--- src/rtl/tulip_prog_sequencer.sv ---
// tulip_prog_sequencer: streams shared programming words to LUT, user FIR and reverb targets, then releases the DSP.
// Optional wait-state timeout enabled by defining TULIP_PROG_SEQ_TIMEOUT_EN.
module tulip_prog_sequencer #(
  parameter int G_LUT_WORDS = 1024,
  parameter int G_USR_TAPS  = 129,
  parameter int G_REV_TAPS  = 1024,
  parameter int G_TIMEOUT   = 65535
) (
  input  logic        clk,
  input  logic        reset,
  input  logic        start,
  input  logic        abort,
  input  logic [23:0] src_din,
  input  logic        src_din_valid,
  output logic        src_din_ready,
  output logic [23:0] lut_prog_din,
  output logic        lut_prog_din_valid,
  input  logic        lut_prog_din_ready,
  input  logic        lut_prog_din_done,
  output logic [15:0] usr_fir_taps_prog_din,
  output logic        usr_fir_taps_prog_din_valid,
  input  logic        usr_fir_taps_prog_din_ready,
  input  logic        usr_fir_taps_prog_done,
  output logic [15:0] reverb_taps_prog_din,
  output logic        reverb_taps_prog_din_valid,
  input  logic        reverb_taps_prog_din_ready,
  input  logic        reverb_taps_prog_done,
  output logic        dsp_run,
  output logic        busy,
  output logic        error
);
  typedef enum logic [3:0] {IDLE, LD_LUT, WT_LUT, LD_FIR, WT_FIR, LD_REV, WT_REV, RUN, ERR} state_t;
  localparam int MAXW = G_LUT_WORDS > G_USR_TAPS ? (G_LUT_WORDS > G_REV_TAPS ? G_LUT_WORDS : G_REV_TAPS)
                                                 : (G_USR_TAPS > G_REV_TAPS ? G_USR_TAPS : G_REV_TAPS);
  localparam int CW = $clog2(MAXW + 1);
  state_t state, state_nxt;
  logic [CW-1:0] cnt;
  logic ld_lut, ld_fir, ld_rev, wt, hs, last, tmo, go;
  assign ld_lut = state == LD_LUT;
  assign ld_fir = state == LD_FIR;
  assign ld_rev = state == LD_REV;
  assign wt = state == WT_LUT || state == WT_FIR || state == WT_REV;
  assign busy = ld_lut | ld_fir | ld_rev | wt;
  assign go = start && (state == IDLE || state == RUN || state == ERR);
  assign lut_prog_din = src_din;
  assign usr_fir_taps_prog_din = src_din[15:0];
  assign reverb_taps_prog_din = src_din[15:0];
  assign lut_prog_din_valid = ld_lut & src_din_valid;
  assign usr_fir_taps_prog_din_valid = ld_fir & src_din_valid;
  assign reverb_taps_prog_din_valid = ld_rev & src_din_valid;
  assign src_din_ready = (ld_lut & lut_prog_din_ready) | (ld_fir & usr_fir_taps_prog_din_ready)
                       | (ld_rev & reverb_taps_prog_din_ready);
  assign hs = src_din_valid & src_din_ready;
  assign last = cnt == (ld_lut ? CW'(G_LUT_WORDS - 1) : ld_fir ? CW'(G_USR_TAPS - 1) : CW'(G_REV_TAPS - 1));
  always_comb begin
    state_nxt = state;
    if (abort) state_nxt = IDLE;
    else
      case (state)
        IDLE, RUN, ERR: state_nxt = go ? LD_LUT : state;
        LD_LUT:         state_nxt = hs && last ? WT_LUT : state;
        WT_LUT:         state_nxt = lut_prog_din_done ? LD_FIR : tmo ? ERR : state;
        LD_FIR:         state_nxt = hs && last ? WT_FIR : state;
        WT_FIR:         state_nxt = usr_fir_taps_prog_done ? LD_REV : tmo ? ERR : state;
        LD_REV:         state_nxt = hs && last ? WT_REV : state;
        WT_REV:         state_nxt = reverb_taps_prog_done ? RUN : tmo ? ERR : state;
        default:        state_nxt = IDLE;
      endcase
  end
  // word counter restarts on every state change, so each LD_x entry begins at zero
  always_ff @(posedge clk or negedge reset)
    if (!reset) begin
      state <= IDLE;
      cnt <= '0;
      dsp_run <= 1'b0;
    end else begin
      state <= state_nxt;
      cnt <= state_nxt != state ? '0 : hs ? cnt + 1'b1 : cnt;
      dsp_run <= state_nxt == RUN;
    end
`ifdef TULIP_PROG_SEQ_TIMEOUT_EN
  localparam int TW = $clog2(G_TIMEOUT + 1);
  logic [TW-1:0] tcnt;
  logic err_q;
  assign tmo = tcnt == TW'(G_TIMEOUT - 1);
  assign error = err_q;
  always_ff @(posedge clk or negedge reset)
    if (!reset) begin
      tcnt <= '0;
      err_q <= 1'b0;
    end else begin
      tcnt <= wt && state_nxt == state ? tcnt + 1'b1 : '0;
      err_q <= state_nxt == ERR ? 1'b1 : go && !abort ? 1'b0 : err_q;
    end
`else
  assign tmo = G_TIMEOUT < 0;
  assign error = 1'b0;
`endif
endmodule
--- config.mk ---
export PLATFORM = sky130hd
export DESIGN_NAME = tulip_prog_sequencer
export DESIGN_NICKNAME = d
export VERILOG_FILES = /design/src/rtl/tulip_prog_sequencer.sv
export SDC_FILE = /design/constraint.sdc
export NUM_CORES = 1
export LEC_CHECK = 0
export ABC_AREA = 1
export CAP_MARGIN = 20
export CELL_PAD_IN_SITES_DETAIL_PLACEMENT = 0
export CELL_PAD_IN_SITES_GLOBAL_PLACEMENT = 1
export CORE_UTILIZATION = 45
export CTS_CLUSTER_DIAMETER = 30
export CTS_CLUSTER_SIZE = 24
export DETAILED_ROUTE_END_ITERATION = 6
export DONT_BUFFER_PORTS = 1
export GPL_ROUTABILITY_DRIVEN = 0
export GPL_TIMING_DRIVEN = 0
export PLACE_DENSITY_LB_ADDON = 0.1
export SLEW_MARGIN = 20
export SYNTH_ARGS = -nofsm -noshare
export SYNTH_HDL_FRONTEND = slang
export SYNTH_SLANG_ARGS = --single-unit
--- constraint.sdc ---
create_clock -name clk -period 4 [get_ports clk]
set_clock_uncertainty 0.05 [all_clocks]
set_input_delay 0.6 -clock clk [delete_from_list [all_inputs] [get_ports clk]]
set_output_delay 0.6 -clock clk [all_outputs]
set_load 0.1 [all_outputs]
==> results by stage, run 1 <==
Timing:
- Dividing the final minimum period by the clock period gives 0.649.
- The transition time at the pin with the least slew margin is about 1100 ps.
- The hold violation count in the final report came to 0.
- Setup total negative slack on the finished layout was measured at 0 ps.
- The number of setup violations in the final report is 0.
- The tightest hold margin is 347 ps.
- The final number of max-transition violations is 0.
- For this run, the top clock speed supported by timing is approximately 390 MHz.
- The minimum clock period after layout is 2600 ps.
- Setup repair after global routing left no endpoint under its margin.
- Across all setup checks in the final design, the least slack found is 1400 ps.
- Headroom to the max-slew limit came out at 0.285.

Floorplan:
- The number of standard-cell rows in the floorplan is 20.
- The full die area is between 3000 and 4000 µm².
- In this run the vertical extent of the chip is about 60 µm.
- The initial cell density of the core is 0.489.
- From left edge to right edge, the die measures 60.3 µm.
- In this run the standard cell core region covers 3130 µm².
- 98 I/O pins were placed.

Worst setup path:
- The delay of the slowest critical-path stage is 810 ps.
- The cell repeated most along the worst path is sky130_fd_sc_hd__nor2_2.
- The critical path runs through a total of 3 cells.
- For the worst flop-to-flop path, the logic depth is 15.
- The required time of the critical path is 3350 ps.
- The buffering stage count on the worst path with inverters included is 0.
- Walking the worst path, the cells encountered are nor2_2 -> nand2_2 -> nor2_2.
- The worst setup path is of the flip-flop to output port kind.
- The largest fanout on the critical path is 5.
- Among cell families on the critical path, the largest total delay comes from simple AND/OR/NAND/NOR gates.
- The critical path launch point type is a flip-flop.
- Among all stages on the critical path, the largest delay is contributed by sky130_fd_sc_hd__nor2_2.
- The worst setup path is captured at an output port.
- At the worst endpoint, the arrival time is 1950 ps.

Min path:
- In this run the worst hold path is classified as input pin to flip-flop.
- The hold-critical path depth is 1.

Placement:
- During placement, the flow inserted port buffers numbering 0.
- OpenSTA, run right after detailed placement, puts the worst setup slack at 1450 ps.
- The cell area reported after detailed placement is 1610 µm².
- The placed wire-length estimate after detailed placement is ~2300 µm.
- Counting tap cells, the placed design contains a total of 250 instances.

GRT:
- In the global route stage, overall resource usage came out at 0.149.
- The number of antenna violations at the first check in global routing is 0.
- For this run the aggregate overflow at the end of global routing stands at 0.
- The via count of the first global-routing pass was 1002.
- The first global-routing pass estimated 4080 µm of wire.
- The maximum number of pins on one net before global-route repair is 17.

Cells and area:
- The post-layout instance area is 1640 µm².
- Compared with the post-synthesis result, the final layout area differs by 7.03%.
- In the final design database the tool counted 248 nets.
- The final standard cell count with taps included and fillers excluded is 254.
- In the final layout, the share of cells above drive strength 1 is 0.438.
- The post-layout utilization of the core is 0.524.
- The count of antenna diodes in the layout is 0.

Clock network:
- In this run the number of H-tree levels came out at 1.
- The number of sinks handled by clock tree synthesis is 16.
- TritonCTS built the clock tree.
- The buffers inserted during post-CTS setup optimization is 0.
- After clock tree synthesis, the clock-pin slew on the worst setup and hold paths is 80 ps.
- The number of clock buffers added by TritonCTS is 3.
- The clock root buffer is sky130_fd_sc_hd__clkbuf_4.
- The worst-skew pair later-pin latency is 280 ps.
- The number of buffers on the longest clock path is 2.

Routing:
- In the final routing, the length of wire on met1 measures 1120 µm.
- The detailed-route DRC error count is 0.
- The detail route stage leaves a number of antenna-violating nets equal to 0.
- The met2 layer wire length in the routed design is between 1000 and 1500 µm.
- The routed design has 2760 µm of wire.
- The amount of wire on met3 after detailed routing is approximately 230 µm.
- In this run the top signal layer used is met4.
- The final routed wire length divided by cell count is 10.9 µm.
- The iteration-0 DRC count of the detailed router is 28.
- After detailed routing, the number of vias per cell comes to 4.70.
- The number of vias after detailed routing is 1193.
- The first TritonRoute pass finished after 4 iterations.

Yosys:
- The synthesized netlist net count is 242.
- In the synthesized netlist the dominant register cell turns out to be sky130_fd_sc_hd__dfrtp_1.
- The sequential area share after synthesis is 0.262.
- The number of enable flip-flop cells after synthesis is 0.
- Sorting the synthesized cells by how often they occur yields sky130_fd_sc_hd__buf_4 (57), sky130_fd_sc_hd__nand2_1 (33), sky130_fd_sc_hd__dfrtp_1 (16), sky130_fd_sc_hd__inv_1 (16).
- The distinct cell type count after synthesis is 30.
- Synthesis handed over a netlist of 206 instances.
- Counting flops and latches in the post-synthesis netlist gives 16.
- After synthesis, the share of flip-flops with an asynchronous set or reset is 1.00.
- The cell area after synthesis is between 1500 and 2000 µm².
- By area the synthesized netlist is led by sky130_fd_sc_hd__buf_4 (28%), sky130_fd_sc_hd__dfrtp_1 (26%), sky130_fd_sc_hd__nand2_1 (8.1%).
- The most common cell in the netlist is sky130_fd_sc_hd__buf_4.
- The share of synthesized area in the top cell type comes to 0.280.
- During synthesis, Yosys emitted a total of 0 warnings.
- sky130_fd_sc_hd__buf_4 takes more of the synthesized area than any other cell.
- Each instance of the synthesized netlist takes up on average 7.43 µm².

Outcome:
- The run finished with clean final reports.

Power:
- After layout, the design draws a total of approximately 0.58 mW.
- The leakage power figure is 0.840 nW.
- For this design the ratio of total power to cell area is 356 nW/µm².
- The worst-case IR drop observed on VDD is 0.000223 V.

Job:
- The tool flagged a number of max-cap violations equal to 0.
sequential cells by signal, summed over array words and instances, names as in the netlist:
name and count:
state 4, cnt 11, dsp_run 1
layout make-up:
cell class                 instances  area (µm²)
fill                             312        1490
multi-input combinational        113         637
buffer                            58         439
sequential                        16         400
inverter                          19        73.8
tap                               44        55.1
clock buffer                       3        22.5
timing repair buffer               1        10.0
what timing repair did:
action	in CTS	in global routing
hold buffers	1	0
endpoints found under the setup margin	0	0
endpoints found under the hold margin	16	0
resized for setup	0	0
placed cells by master (no fill, tap or decap):
cell type                       Yosys  layout
sky130_fd_sc_hd__a211oi_4           0       1
sky130_fd_sc_hd__conb_1             1       1
sky130_fd_sc_hd__inv_4              1       1
sky130_fd_sc_hd__a21oi_1            2       2
sky130_fd_sc_hd__inv_1             16      16
sky130_fd_sc_hd__clkbuf_4           0       3
sky130_fd_sc_hd__dlygate4sd3_1      0       1
sky130_fd_sc_hd__nor4_1             1       1
sky130_fd_sc_hd__dfrtp_1           16      16
sky130_fd_sc_hd__nand3_1           15      15
sky130_fd_sc_hd__a21oi_4            1       1
sky130_fd_sc_hd__o21ai_1            1       1
sky130_fd_sc_hd__xor2_1             7       7
sky130_fd_sc_hd__buf_4             57      57
sky130_fd_sc_hd__nor2_2            14      17
sky130_fd_sc_hd__nand2_1           33      33
sky130_fd_sc_hd__ha_1               1       1
sky130_fd_sc_hd__nand2_2            2       2
sky130_fd_sc_hd__buf_6              1       1
sky130_fd_sc_hd__nor3_1             5       5
sky130_fd_sc_hd__or2_2              1       1
sky130_fd_sc_hd__nor2_4             1       1
sky130_fd_sc_hd__a32oi_1            1       1
sky130_fd_sc_hd__nand3_2            3       3
sky130_fd_sc_hd__nor3b_1            1       1
sky130_fd_sc_hd__o21ai_0            2       2
sky130_fd_sc_hd__o21bai_1           1       1
sky130_fd_sc_hd__nand4_1            2       2
sky130_fd_sc_hd__nand2_4            1       1
sky130_fd_sc_hd__nor2_1            15      12
sky130_fd_sc_hd__inv_2              2       2
sky130_fd_sc_hd__a31o_2             1       1
cell families (layout without fill, tap and decap cells):
| group | after synthesis | count (layout) | synth area share |
|---|---|---|---|
| flip-flops | 16 | 16 | 0.262 |
| XOR/XNOR | 7 | 7 | 0.0401 |
| adder cells (fa/ha/maj) | 1 | 1 | 0.00818 |
| AND/OR/NAND/NOR | 94 | 94 | 0.304 |
| other | 1 | 1 | 0.00245 |
| buffers and inverters | 77 | 81 | 0.335 |
| AO/OA/AOI/OAI | 10 | 10 | 0.0482 |
routing by layer:
layer  vias to the layer above  global-route usage
li1                        598                   -
met3                         2              0.0476
met5                         -                   0
met4                         0              0.0299
met1                       543               0.178
met2                        50               0.261
final timing paths:
check / startpoint / slack (ps) / end
max in group asynchronous: reset / 2670 / state[3]$_DFF_PN0_
setup / recovery: state[3]$_DFF_PN0_ / 1400 / usr_fir_taps_prog_din_valid
hold / removal: start / 350 / state[3]$_DFF_PN0_
setup reg to reg: state[2]$_DFF_PN0_ / 1460 / cnt[8]$_DFFE_PN0P_
min in group asynchronous: reset / 760 / cnt[2]$_DFFE_PN0P_
hold reg to reg: cnt[10]$_DFFE_PN0P_ / 520 / cnt[10]$_DFFE_PN0P_
worst reg2reg max path, delay by kind of cell, from the launching register on:
family | cells | cell delay [ps]
simple gates | 11 | 1440
compound gates | 1 | 60
buf+inv | 3 | 420
flops | 1 | 460
where the power goes:
part	switching (mW)	leakage (nW)	internal, mW	total (mW)
logic	0.281	0.604	0.0527	0.333
clock network	0.0476	0.0138	0.0349	0.0825
registers	0.00324	0.222	0.164	0.167
No activity file was read; power rests on OpenSTA's default activity.
==> run 2, diff against run 1 <==
CORE_UTILIZATION = 38   (was 45)
clock period = 2.1 ns   (was 4 ns; I/O delays follow)
==> results by stage, run 2 (synthesized netlist as in run 1, its figures left out) <==
Job:
- Max-cap violations in this run came to 0.

Floorplan:
- The die is 65.5 µm wide.
- From bottom edge to top edge, the die measures 65.5 µm.
- The initial cell density of the core is 0.406.
- The initialized floorplan defines 22 standard-cell rows.
- The region available for standard cell placement spans 3770 µm².
- During I/O placement, the number of pins put on the boundary was between 90 and 100.
- The die covers 4280 µm².

Cells and area:
- From synthesis to final layout, the design area changed by 25.8%.
- The fraction of layout instances using a drive strength above 1 is 0.527.
- The register ranked first by flip-flop count is cnt.
- The repair_antennas step left the layout with diodes totalling 0.
- The post-layout instance area is 1920 µm².
- The register with the most flip-flops in the layout has 11 of them.
- For this run, the post-layout net count is 261.
- The commonest non-fill, non-tap cell in the layout is sky130_fd_sc_hd__buf_4.
- In the final layout, the registers with the most flip-flops are cnt (11), state (4), dsp_run (1).
- In the layout the commonest cells are sky130_fd_sc_hd__buf_4 (67), sky130_fd_sc_hd__nand2_1 (29), sky130_fd_sc_hd__inv_1 (15).

Timing:
- The final worst slack is -188 ps.
- In the final timing run, aggregate negative setup slack is -1860 ps.
- Setup repair after global routing could not meet its margin everywhere.
- The hold violation count in the final report is 0.
- The smallest clock period supported by the final layout is computed as 2290 ps.
- The final number of max-transition violations came to 0.
- Measured against its own limit, the worst slew margin works out to 0.277.
- In the finished design, the share of the clock period the worst path needs comes to 1.09.
- Setup violations remaining at the end of the flow were counted as 12.
- The transition time at the pin with the least slew margin is 1080 ps.
- Based on the critical path, the design can be clocked at up to 437 MHz.

Worst setup path:
- STA classifies the critical path endpoint as a flip-flop.
- The largest fanout on the critical path is 8.
- The worst path arrival time is 2420 ps.
- Traced cell by cell, the critical path runs through buf_12 -> nor2_4 -> nand3_2 -> nand3_4 -> nand2_4 -> inv_6 -> nand3_2 -> nand2_2 -> nand2_2 -> nand2_1 -> nand2_1 -> nor2_2 -> nand3_4 -> clkbuf_16 -> nor2_2.
- The critical-path cell with the highest stage delay is sky130_fd_sc_hd__dfrtp_2.
- The critical path launch point type is a flip-flop.
- The category of the critical setup timing path is flip-flop to flip-flop.
- The delay of the slowest critical-path stage is around 440 ps.
- Data on the critical path is required at its endpoint by 2240 ps.
- The worst reg2reg path depth is 15.

Outcome:
- The checks that failed: setup timing.
- The run finished, with violations left.

Routing:
- The number of iterations in the first detailed-routing pass is 4.
- After detailed routing, the average wire length per cell comes to roughly 12 µm.
- The number of vias per cell after detailed routing is 4.77.
- In this run the remaining antenna-violating nets after routing total 0.
- In this run, the number of DRC markers left after iteration 0 of detailed routing was 66.
- The detailed router placed 1298 vias in this run.
- The routed wire length is 3230 µm.
- The detailed-route DRC error count is 0.

GRT:
- The via count of the first global-routing pass was between 1000 and 1500.
- Entering global routing, the biggest net connects 17 pins.
- Across every metal layer, demand over resource in global routing totals 0.151.
- The number of antenna violations at the first check in global routing is 0.
- The first global-routing pass estimated 5000 µm of wire.
- The remaining global-route overflow is 0.

Min path:
- The hold-critical path depth is 1.
- The worst hold path belongs to the class input pin to flip-flop.

Clock network:
- The cell sitting at the root of the clock tree is a sky130_fd_sc_hd__clkbuf_8.
- The clock drives 16 sinks.
- The CTS tree is yes.
- The number of levels in the clock H-tree is 1.
- Clock-pin slew was measured on the worst setup and hold paths at about 60 ps.
- The number of buffers on the longest clock path is 2.
- The worst-skew pair later-pin latency is ~250 ps.
- The number of CTS-inserted buffers is 3.

Power:
- VDD sags by at most 0.000359 V.
- Dividing total power by cell area gives a power density of 668 nW/µm².
- Overall power consumption after layout is estimated at 1.28 mW.
- For this design the static power due to leakage is about 0.93 nW.

Placement:
- Once placement finished, the instance area stood at approximately 1600 µm².
- The count of buffers inserted at the top-level ports is 0.
- The worst slack at placement is -301 ps.
- The placed wire-length estimate after detailed placement is between 2000 and 2500 µm.
[run 2: per-stage QoR]
stage               hold slack, ps  instances   util
floorplan                    -30.6        206      -
global placement             -30.3        254  0.427
detailed placement           -30.2        254  0.429
CTS                           80.1        263  0.468
global route                  82.1        272  0.510
finish                        87.5        272  0.510
[run 2: final timing paths]
path | start | slack [ps] | to
setup reg to reg | state[3]$_DFF_PN0_ | -190 | cnt[6]$_DFFE_PN0P_
max in group asynchronous | reset | 950 | state[3]$_DFF_PN0_
setup / recovery | state[3]$_DFF_PN0_ | -190 | cnt[6]$_DFFE_PN0P_
min in group asynchronous | reset | 530 | cnt[1]$_DFFE_PN0P_
hold / removal | start | 90 | state[3]$_DFF_PN0_
hold reg to reg | cnt[10]$_DFFE_PN0P_ | 530 | cnt[10]$_DFFE_PN0P_
[run 2: where the power goes]
part           switching, mW  internal (mW)  leakage (nW)  total [mW]
Sequential           0.00570          0.312         0.217       0.318
Combinational          0.558          0.137         0.689       0.695
Clock                  0.106          0.166        0.0288       0.272
Total                  0.670          0.615         0.935        1.28
[run 2: repair_timing]
action,CTS,global route
gates cloned,0,1
hold buffers,1,0
pin swaps,5,9
endpoints found under the setup margin,15,12
resized for setup,16,13
hold endpoints to repair,16,0
buffers inserted,4,8
[run 2: layout make-up]
| class | instances | area [µm²] |
|---|---|---|
| inverter | 19 | 78.8 |
| multi-input combinational | 113 | 737 |
| fill | 361 | 1850 |
| sequential | 16 | 404 |
| tap | 48 | 60.1 |
| timing repair buffer | 14 | 141 |
| clock buffer | 4 | 55.1 |
| buffer | 58 | 448 |
[run 2: worst max-delay path: cells and delay by family, from the launching register on]
family        cells  cell delay, ps
buf+inv           3             420
flops             1             440
simple gates     12            1300
[run 2: metal layers]
metal  track usage  up-vias  part of all wire
li1              -      625                 -
met1         0.163      594              0.37
met2         0.286       77              0.54
met3        0.0417        2             0.088
met4        0.0380        0            0.0043
met5             0        -                 0
